==> config.mk <==
export PLATFORM = sky130hd
export DESIGN_NAME = mem_req_responder
export DESIGN_NICKNAME = d
export VERILOG_FILES = /design/src/rtl/mem_req_responder.sv
export SDC_FILE = /design/constraint.sdc
export NUM_CORES = 1
export LEC_CHECK = 0
export CAP_MARGIN = 20
export CORE_MARGIN = 1
export CORE_UTILIZATION = 42
export CTS_CLUSTER_DIAMETER = 200
export DETAILED_ROUTE_END_ITERATION = 8
export PLACE_DENSITY_LB_ADDON = 0.05
export SLEW_MARGIN = 30
export SYNTH_ARGS = -nofsm -noshare
export SYNTH_HDL_FRONTEND = slang
export SYNTH_SLANG_ARGS = --single-unit
==> constraint.sdc <==
create_clock -name clk -period 2.4 [get_ports clk]
set_input_delay 0.48 -clock clk [delete_from_list [all_inputs] [get_ports clk]]
set_output_delay 0.48 -clock clk [all_outputs]
set_load 0.05 [all_outputs]
==> src/rtl/mem_req_responder.sv <==
// Arbitrates the IF-stage fetch port and the MEM-stage data port onto one variable-latency
// backing memory; completions are reported with a one-cycle ready pulse per port.
module mem_req_responder #(
    parameter int unsigned AW      = 16,
    parameter int unsigned DW      = 16,
    parameter int unsigned TIMEOUT = 63  // must be >= 1
) (
    input  logic          clk,
    input  logic          rst_n,

    input  logic          i_req,
    input  logic [AW-1:0] i_addr,
    output logic [DW-1:0] i_rdata,
    output logic          i_ready,
    output logic          i_stall,

    input  logic          d_req,
    input  logic          d_wr,
    input  logic [AW-1:0] d_addr,
    input  logic [DW-1:0] d_wdata,
    output logic [DW-1:0] d_rdata,
    output logic          d_ready,
    output logic          d_stall,

    output logic          mem_en,
    output logic          mem_wr,
    output logic [AW-1:0] mem_addr,
    output logic [DW-1:0] mem_wdata,
    input  logic [DW-1:0] mem_rdata,
    input  logic          mem_valid,

    output logic          err
);

    localparam int unsigned CW = (TIMEOUT < 2) ? 1 : $clog2(TIMEOUT + 1);

    typedef enum logic [2:0] {
        StIdle,
        StDWait,
        StIWait,
        StDDone,
        StIDone
    } state_e;

    state_e        state_q, state_d;
    logic [CW-1:0] cnt_q, cnt_d, cnt_inc;
    logic          mem_en_q, mem_en_d;
    logic          mem_wr_q, mem_wr_d;
    logic [AW-1:0] mem_addr_q, mem_addr_d;
    logic [DW-1:0] mem_wdata_q, mem_wdata_d;
    logic [DW-1:0] i_rdata_q, i_rdata_d;
    logic [DW-1:0] d_rdata_q, d_rdata_d;
    logic          err_q, err_d;

    // Saturating so a stuck wait state can never wrap back to a small count.
    assign cnt_inc = (cnt_q == CW'(TIMEOUT)) ? cnt_q : cnt_q + CW'(1);

    always_comb begin
        state_d     = state_q;
        cnt_d       = '0;
        mem_en_d    = 1'b0;
        mem_wr_d    = mem_wr_q;
        mem_addr_d  = mem_addr_q;
        mem_wdata_d = mem_wdata_q;
        i_rdata_d   = i_rdata_q;
        d_rdata_d   = d_rdata_q;
        err_d       = err_q;

        case (state_q)
            StIdle: begin
                // Data wins: it belongs to the older instruction in the pipeline.
                if (d_req) begin
                    state_d     = StDWait;
                    mem_en_d    = 1'b1;
                    mem_wr_d    = d_wr;
                    mem_addr_d  = d_addr;
                    mem_wdata_d = d_wdata;
                end else if (i_req) begin
                    state_d    = StIWait;
                    mem_en_d   = 1'b1;
                    mem_wr_d   = 1'b0;
                    mem_addr_d = i_addr;
                end
            end
            StDWait, StIWait: begin
                cnt_d = cnt_inc;
                if (mem_valid) begin
                    cnt_d = '0;
                    if (state_q == StDWait) begin
                        if (!mem_wr_q) begin
                            d_rdata_d = mem_rdata;
                        end
                        state_d = StDDone;
                    end else begin
                        i_rdata_d = mem_rdata;
                        state_d   = StIDone;
                    end
                end else if (cnt_inc == CW'(TIMEOUT)) begin
                    cnt_d = '0;
                    err_d = 1'b1;
                    if (state_q == StDWait) begin
                        d_rdata_d = '1;
                        state_d   = StDDone;
                    end else begin
                        i_rdata_d = '1;
                        state_d   = StIDone;
                    end
                end
            end
            // One-cycle ready slot; requests still held by the initiator are ignored here.
            StDDone, StIDone: state_d = StIdle;
            default:          state_d = StIdle;
        endcase
    end

    always_ff @(posedge clk or negedge rst_n) begin
        if (!rst_n) begin
            state_q     <= StIdle;
            cnt_q       <= '0;
            mem_en_q    <= 1'b0;
            mem_wr_q    <= 1'b0;
            mem_addr_q  <= '0;
            mem_wdata_q <= '0;
            i_rdata_q   <= '0;
            d_rdata_q   <= '0;
            err_q       <= 1'b0;
        end else begin
            state_q     <= state_d;
            cnt_q       <= cnt_d;
            mem_en_q    <= mem_en_d;
            mem_wr_q    <= mem_wr_d;
            mem_addr_q  <= mem_addr_d;
            mem_wdata_q <= mem_wdata_d;
            i_rdata_q   <= i_rdata_d;
            d_rdata_q   <= d_rdata_d;
            err_q       <= err_d;
        end
    end

    assign i_ready   = (state_q == StIDone);
    assign d_ready   = (state_q == StDDone);
    assign i_stall   = i_req & ~i_ready;
    assign d_stall   = d_req & ~d_ready;
    assign i_rdata   = i_rdata_q;
    assign d_rdata   = d_rdata_q;
    assign mem_en    = mem_en_q;
    assign mem_wr    = mem_wr_q;
    assign mem_addr  = mem_addr_q;
    assign mem_wdata = mem_wdata_q;
    assign err       = err_q;

endmodule

==> reports/qor.yml, run 1 <==
run_status:
  outcome: "complete, no violations"
yosys:
  yosysSeqAreaShare_pct: 58.73
  async_reset_ff_share_pct: 100.0
  syn_area_per_cell_um2: 13.16
  synthSimpleGateAreaFrac_pct: 9.467
  yosys_warnings: 0
  synthAdderAreaFrac_pct: 0.3864
  yosys_most_used_dff: "dfrtp_1"
  ys_ff_latch: 76
  synth_edf_count: 0
  synth_fp_nets: 317
  synth_top_family_by_area: "compound AO/OA/AOI/OAI gates"
  syn-cell-area_mm2: 0.003238
  synthCells: 246
  muxShareOfSynthArea_pct: 10.97
  synthXorXnorAreaFrac_pct: 0.5410
  synth.distinct_cells: 46
  synth-compound-area-share_pct: 15.96
grt:
  antenna_found_initial: 0
  first_global_vias: 2480
  grt_max_degree: 44
  grt_pass1_wl_um: 12200
  grt_remaining_overflow: 0
  grt_use_total_pct: 19.05
sta:
  rsz0062_at_grt: "false"
  tightest_slew_ns: 0.5685
  post-route-period-util_pct: 91.17
  fin_tns_setup_ns: 0
  finClkSkew_ns: 0.01080
  maxSlewHeadroom_pct: 62.01
  setup_viol: 0
  period_minus_slack_ns: 2.188
  finalHoldViolations: 0
  slew_violations: 0
  hold_ws_ns: 0.07062
  clock.fmax_mhz: 457.0
clock_network:
  clock_latency_ns: 0.35
  cts_buffers: 9
  cts.sinks: 76
  cts.clk_slew.worst_paths_ns: 0.09
  clockRootBuffer: "clkbuf_8"
  h-tree-depth: 3
  cts_resized: 0
  hold_buffers: 0
  cts_tree: "done"
  clockBufferDepth: 2
  postCtsSetupBuffers: 0
pwr:
  finalPower_mw: 7.602
  leakage_nw: 2.011
  power_density_mw_per_mm2: 1539
  ir_drop_v: 0.0009077
cells_and_area:
  syn_to_final_growth_pct: 52.55
  fin_nets: 461
  antenna_cells: 0
  final_cells: 494
  drive_above_1_share_pct: 16.71
  fin_area_mm2: 0.004940
worst_setup_path:
  arrival_ns: 2.47
  r2r_slack_ns: 0.21
  crit_type: "reg2reg"
  crit_path_end_kind: "register"
  ff2ff_path_depth: 6
  start_kind: "register"
  r2r-end: "i_rdata[4]"
  worstPathMaxFanout: 17
  required_ns: 2.68
  r2r-start: "cnt_q[0]"
routing:
  drc: 0
  drt-initial-drc-count: 77
  totalWireLength_um: 7488
  postRouteAntennaNets: 0
  wire_per_inst_um: 15.16
  num_vias: 2485
  vias_per_cell: 5.030
  drt-pass1-iter-count: 4
die:
  initial_utilization_pct: 43.94
  die_area_mm2: 0.008065
  coreArea_mm2: 0.007370
  fp.dieH_um: 89.81
  io_pins: 141
  rows: 31
  dieWidth_um: 89.81
place:
  dpl.hpwl_um: 5386
  dp.cells: 478
  gp_congestion: 0.8139
  dpl-instance-area_mm2: 0.004748
  io_buffers: 140
run:
  maxCapViolCount: 0
worst_hold_path:
  hold_class: "in2async"
-- per-layer routing --
metal  wire (µm)  part of all wire [%]  global-route usage, %
met1        3286                    44                  24.37
met2        3410                    46                  29.42
met3         663                   8.9                  7.191
met4         128                   1.7                  7.104
met5           0                     0                      0
-- kinds of logic (layout without fill, tap and decap cells) --
kind of cell / after synthesis / in the layout
AO/OA/AOI/OAI: 65 / 65
XOR/XNOR: 2 / 2
adder cells (fa/ha/maj): 1 / 1
buffers and inverters: 18 / 167
flip-flops: 76 / 76
multiplexers: 33 / 33
AND/OR/NAND/NOR: 51 / 51
-- cells in the mapped netlist, types with 2 or more instances --
| library cell | n | share of area [%] |
|---|---|---|
| buf_4 | 2 | 0.46 |
| nand2_4 | 2 | 0.70 |
| inv_1 | 3 | 0.35 |
| buf_6 | 4 | 1.4 |
| nor3b_1 | 2 | 0.46 |
| dfrtp_1 | 76 | 59 |
| o21ai_0 | 3 | 0.46 |
| nand2_1 | 4 | 0.46 |
| clkbuf_8 | 2 | 0.85 |
| clkbuf_1 | 3 | 0.35 |
| a31oi_1 | 2 | 0.39 |
| a21oi_1 | 20 | 3.1 |
| o22a_2 | 7 | 2.2 |
| nand3_1 | 2 | 0.31 |
| mux2i_1 | 16 | 4.9 |
| nor3_1 | 5 | 0.77 |
| mux2_2 | 16 | 5.6 |
| nor2_1 | 24 | 2.8 |
| o22a_1 | 25 | 6.8 |
| buf_2 | 2 | 0.31 |
-- metrics by stage --
step / utilization [%] / setup slack, ns
global placement: 64.43 / 0.2900
CTS: 67.03 / 0.1960
detailed placement: 64.43 / 0.2289
global route: 67.03 / 0.05265
finish: 67.03 / 0.2119
floorplan: - / 0.2801
-- sequential cells by signal (all words and copies together), names as in the netlist --
signal     cells
err            1
cnt_q          6
mem_wdata     16
mem_wr         1
i_rdata       16
mem_en         1
mem_addr      16
state_q        3
d_rdata       16
-- power breakdown --
part	internal, mW	total, mW	switching, mW
logic	1.61	4.41	2.80
registers	1.86	2.24	0.374
clock network	0.481	0.954	0.474
total	3.96	7.60	3.64
-- placed cells by master (no fill, tap or decap), types with 2 or more instances in the layout --
master / instances
clkinv_2: 2
dfrtp_1: 76
buf_12: 4
a31oi_1: 2
inv_1: 3
mux2_2: 16
buf_4: 8
a21oi_1: 20
nand3_1: 2
mux2i_1: 16
clkbuf_8: 9
nor2_1: 23
nand2_4: 2
o22a_1: 25
clkdlybuf4s50_1: 135
nor3_1: 5
o21ai_0: 3
nand2_1: 4
o22a_2: 7
clkinvlp_4: 2
-- worst max-delay path, cell delays in order, from the launching register on --
cell and delay (ns):
dfrtp_1 0.47, ha_1 0.31, nand3_1 0.20, nor3_2 0.28, o32ai_4 0.17, a21boi_4 0.46
o22a_2 0.24
-- how the worst max path moves through the flow --
| stage | start | end | cells past startpoint |
|---|---|---|---|
| floorplan | state_q[1] | i_stall | 3 |
| detailed placement | cnt_q[0] | i_rdata[4] | 6 |
| CTS | cnt_q[0] | i_rdata[4] | 6 |
| global route | cnt_q[0] | i_rdata[4] | 6 |
| global placement | cnt_q[0] | i_rdata[8] | 6 |
| finish | cnt_q[0] | i_rdata[4] | 6 |
-- final cells by class --
cell class / count / area (µm²)
fill: 575 / 2430
sequential: 76 / 1902
timing repair buffer: 147 / 1491
multi-input combinational: 152 / 1216
clock buffer: 10 / 127.6
tap: 99 / 123.9
clock inverter: 6 / 63.81
inverter: 4 / 15.01
Power figures use the tool's default switching activity.
==> run 2, diff against run 1 <==
--- a/config.mk
+++ b/config.mk
@@ -5,9 +5,10 @@
 export SDC_FILE = /design/constraint.sdc
 export NUM_CORES = 1
 export LEC_CHECK = 0
+export ABC_AREA = 1
 export CAP_MARGIN = 20
 export CORE_MARGIN = 1
-export CORE_UTILIZATION = 42
+export CORE_UTILIZATION = 43
 export CTS_CLUSTER_DIAMETER = 200
 export DETAILED_ROUTE_END_ITERATION = 8
 export PLACE_DENSITY_LB_ADDON = 0.05
==> constraint.sdc (replaced) <==
create_clock -name clk -period 2.5 [get_ports clk]
set_input_delay 0.5 -clock clk [delete_from_list [all_inputs] [get_ports clk]]
set_output_delay 0.5 -clock clk [all_outputs]
set_load 0.05 [all_outputs]
==> run 2 against run 1 <==
  * Clock power fell by 5.5%
  * Combinational power barely moved
  * Global-route usage rose by 2.6 points
  * Synthesized cell count rose by 48%
  * Power fell by 2.6%
  * Synthesized area rose by 5.8%
  * Critical endpoint is now i_ready
  * Highest routed layer unchanged
==> reports/qor.yml, run 2 <==
place:
  dp.cells: 599  # was 478
  gp_congestion: 0.7884  # was 0.8139
  dpl-instance-area_mm2: 0.004974  # was 0.004748 mm²
  dpl.hpwl_um: 6308  # was 5386 µm
  io_buffers: 140  # unchanged
cells_and_area:
  fin_area_mm2: 0.005160  # was 0.004940 mm²
  fin_nets: 579  # was 461
  drive_above_1_share_pct: 16.76  # was 16.71%
  final_common_cell: "clkdlybuf4s50_1"  # unchanged
  final_cell_mix: "clkdlybuf4s50_1 (136), nand2_1 (100), dfrtp_1 (76)"  # was clkdlybuf4s50_1 (135), dfrtp_1 (76), o22a_1 (25)
  final_cells: 615  # was 494
  antenna_cells: 0  # unchanged
  syn_to_final_growth_pct: 50.57  # was 52.55%
routing:
  drc: 0  # unchanged
  postRouteAntennaNets: 0  # unchanged
  num_vias: 3042  # was 2,485
  wire_per_inst_um: 14.32  # was 15.16 µm
  drt-initial-drc-count: 89  # was 77
  totalWireLength_um: 8806  # was 7488 µm
  drt-pass1-iter-count: 4  # unchanged
  vias_per_cell: 4.946  # was 5.030
yosys:
  yosys_most_used_dff: "dfrtp_1"  # unchanged
  yosysSeqAreaShare_pct: 55.49  # was 58.73%
  synth_area_leaders: "dfrtp_1 (55%), nand2_1 (11%), nand3_1 (6.0%)"  # was dfrtp_1 (59%), o22a_1 (6.8%), mux2_2 (5.6%)
  synth.largest_area_cell: "dfrtp_1"  # unchanged
  ys_ff_latch: 76  # unchanged
  synth_edf_count: 0  # unchanged
  synth_fp_nets: 434  # was 317
  synthTopCellsByCount: "nand2_1 (100), dfrtp_1 (76), nand3_1 (41)"  # was dfrtp_1 (76), o22a_1 (25), nor2_1 (24)
  synth_top_area_share_pct: 55.49  # was 58.73%
  async_reset_ff_share_pct: 100.0  # unchanged
  synth.distinct_cells: 27  # was 46
  synth_most_common_cell: "nand2_1"  # was dfrtp_1
  yosys_warnings: 0  # unchanged
  syn-cell-area_mm2: 0.003427  # was 0.003238 mm²
  syn_area_per_cell_um2: 9.441  # was 13.16 µm²
  synthCells: 363  # was 246
sta:
  tightest_slew_ns: 0.5568  # was 0.5685 ns
  finalHoldViolations: 0  # unchanged
  fin_tns_setup_ns: 0  # unchanged
  slew_violations: 0  # unchanged
  post-route-period-util_pct: 94.21
  finClkSkew_ns: 0.006731  # was 0.01080 ns
  rsz0062_at_grt: "false"  # unchanged
  maxSlewHeadroom_pct: 62.65  # was 62.01%
  clock.fmax_mhz: 424.6
  period_minus_slack_ns: 2.355
  setup_viol: 0  # unchanged
worst_setup_path:
  arrival_ns: 1.86  # was 2.47 ns
  r2r-end: "i_rdata[12]"  # was i_rdata[4]
  crit_type: "reg2out"  # was reg2reg
  crit_family: "buffers and inverters"  # was compound AO/OA/AOI/OAI gates
  cp_cell_sequence: "nor3_2 > clkdlybuf4s50_1"  # was ha_1 > nand3_1 > nor3_2 > o32ai_4 > a21boi_4 > o22a_2
  worst_path_max_delay_cell: "clkdlybuf4s50_1"  # was dfrtp_1
  crit_path_end_kind: "primary output"  # was register
  r2r_slack_ns: 0.44  # was 0.21 ns
  start_kind: "register"  # unchanged
  worstPathMaxFanout: 5  # was 17
  cp_slowest_stage_delay_ns: 0.85  # was 0.47 ns
  ff2ff_path_depth: 12  # was 6
  cp_num_buf_inv: 1  # was 0
  required_ns: 2.00  # was 2.68 ns
  r2r-start: "cnt_q[0]"  # unchanged
clock_network:
  h-tree-depth: 3  # unchanged
  clockRootBuffer: "clkbuf_8"  # unchanged
  cts.clk_slew.worst_paths_ns: 0.08  # was 0.09 ns
  cts_tree: "done"  # unchanged
  hold_buffers: 0  # unchanged
  cts_buffers: 9  # unchanged
  clock_latency_ns: 0.33  # was 0.35 ns
  cts.sinks: 76  # unchanged
  clockBufferDepth: 2  # unchanged
die:
  io_pins: 141  # unchanged
  coreArea_mm2: 0.007727  # was 0.007370 mm²
  initial_utilization_pct: 44.35  # was 43.94%
  fp.dieH_um: 91.28  # was 89.81 µm
  rows: 32  # was 31
  die_area_mm2: 0.008331  # was 0.008065 mm²
  dieWidth_um: 91.28  # was 89.81 µm
pwr:
  combPwrFrac_pct: 59.2  # was 58.0%
  finalPower_mw: 7.406  # was 7.602 mW
  p_clk_share_pct: 12.2  # was 12.6%
  pwr-share-seq_pct: 28.6  # was 29.4%
  ir_drop_v: 0.0008736  # was 0.0009077 V
  switching_share_pct: 49.28  # was 47.92%
  p_int_mw: 3.756  # was 3.959 mW
  leakage_nw: 2.321  # was 2.011 nW
  power_density_mw_per_mm2: 1435  # was 1539 mW/mm²
  p_sw_mw: 3.650  # was 3.643 mW
worst_hold_path:
  hold_class: "in2async"  # unchanged
grt:
  grt_use_total_pct: 21.69  # was 19.05%
  antenna_found_initial: 0  # unchanged
  grt_remaining_overflow: 0  # unchanged
  grt_max_degree: 37  # was 44
  grt_pass1_wl_um: 14190  # was 12,200 µm
  first_global_vias: 2917  # was 2,480
run_status:
  outcome: "complete, no violations"  # unchanged
run:
  maxCapViolCount: 0  # unchanged
[run 2: cell count changes in the layout (fill, tap and decap cells not counted), moves of 13 or more]
cell / change
a21oi_1: -17
inv_1: +13
mux2i_1: -16
nand2_1: +96
nand3_1: +39
nor2_1: -15
o21a_1: +15
o21ai_0: +15
o22a_1: -25
or2_2: +32
[run 2: repair_timing]
action,in CTS,in global routing
gates resized for setup,0,1
setup buffers,0,0
setup endpoints to repair,0,1
[run 2: per-layer routing]
| metal | vias up | GRT usage [%] | wire length, µm |
|---|---|---|---|
| li1 | 1474 | - | - |
| met2 | 104 | 34.97 | 4181 |
| met1 | 1456 | 28.89 | 3946 |
| met5 | - | 0 | 0 |
| met4 | 0 | 6.878 | 88 |
| met3 | 8 | 5.276 | 590 |
[run 2: per-stage QoR]
stage,util [%],worst slack [ns],hold slack (ns)
detailed placement,64.36,0.3381,0.4574
CTS,66.74,0.04318,0.1280
floorplan,-,0.4218,0.2044
finish,66.77,0.1448,0.1216
global placement,64.36,0.4283,0.4539
global route,66.77,0.07434,0.1482
[run 2: final cells by class]
cell class / count / area (µm²)
Clock inverter: 5 / 52.55
Inverter: 17 / 63.81
Clock buffer: 11 / 131.4
Fill cell: 647 / 2567
Tap cell: 102 / 127.6
Timing Repair Buffer: 149 / 1489
Multi-Input combinational cell: 255 / 1394
Sequential cell: 76 / 1902
[run 2: cell families (layout without fill, tap and decap cells)]
kind of cell / Yosys count / count (layout) / synth area share [%]
xor gates and xnor gates: 1 / 1 / 0.2556
AOI/OAI and AO/OA: 43 / 43 / 7.594
muxes: 16 / 16 / 5.257
DFF: 76 / 76 / 55.49
buffers and inverters: 32 / 182 / 4.345
adders and majority gates: 1 / 1 / 0.3650
and+or+nand+nor: 194 / 194 / 26.69
[run 2: power groups by stage]
stage | Clock, mW | Sequential (mW) | Combinational (mW)
floorplan | 0 | 3.98 | 1.02
global placement | 0 | 2.12 | 4.38
detailed placement | 0 | 2.13 | 4.42
CTS | 0.926 | 2.12 | 4.42
global route | 0.967 | 2.19 | 4.61
finish | 0.902 | 2.12 | 4.38
[run 2: worst max path at each step]
stage,slack (ns),cells past startpoint,endpoint,startpoint
2_1_floorplan,0.42,3,d_stall,state_q[1]
3_3_place_gp,0.43,6,i_rdata[0],mem_valid
3_5_place_dp,0.34,6,i_rdata[6],mem_valid
4_1_cts,0.04,3,d_ready,state_q[1]
5_1_grt,0.07,2,i_ready,state_q[1]
6_report,0.14,2,i_ready,state_q[1]
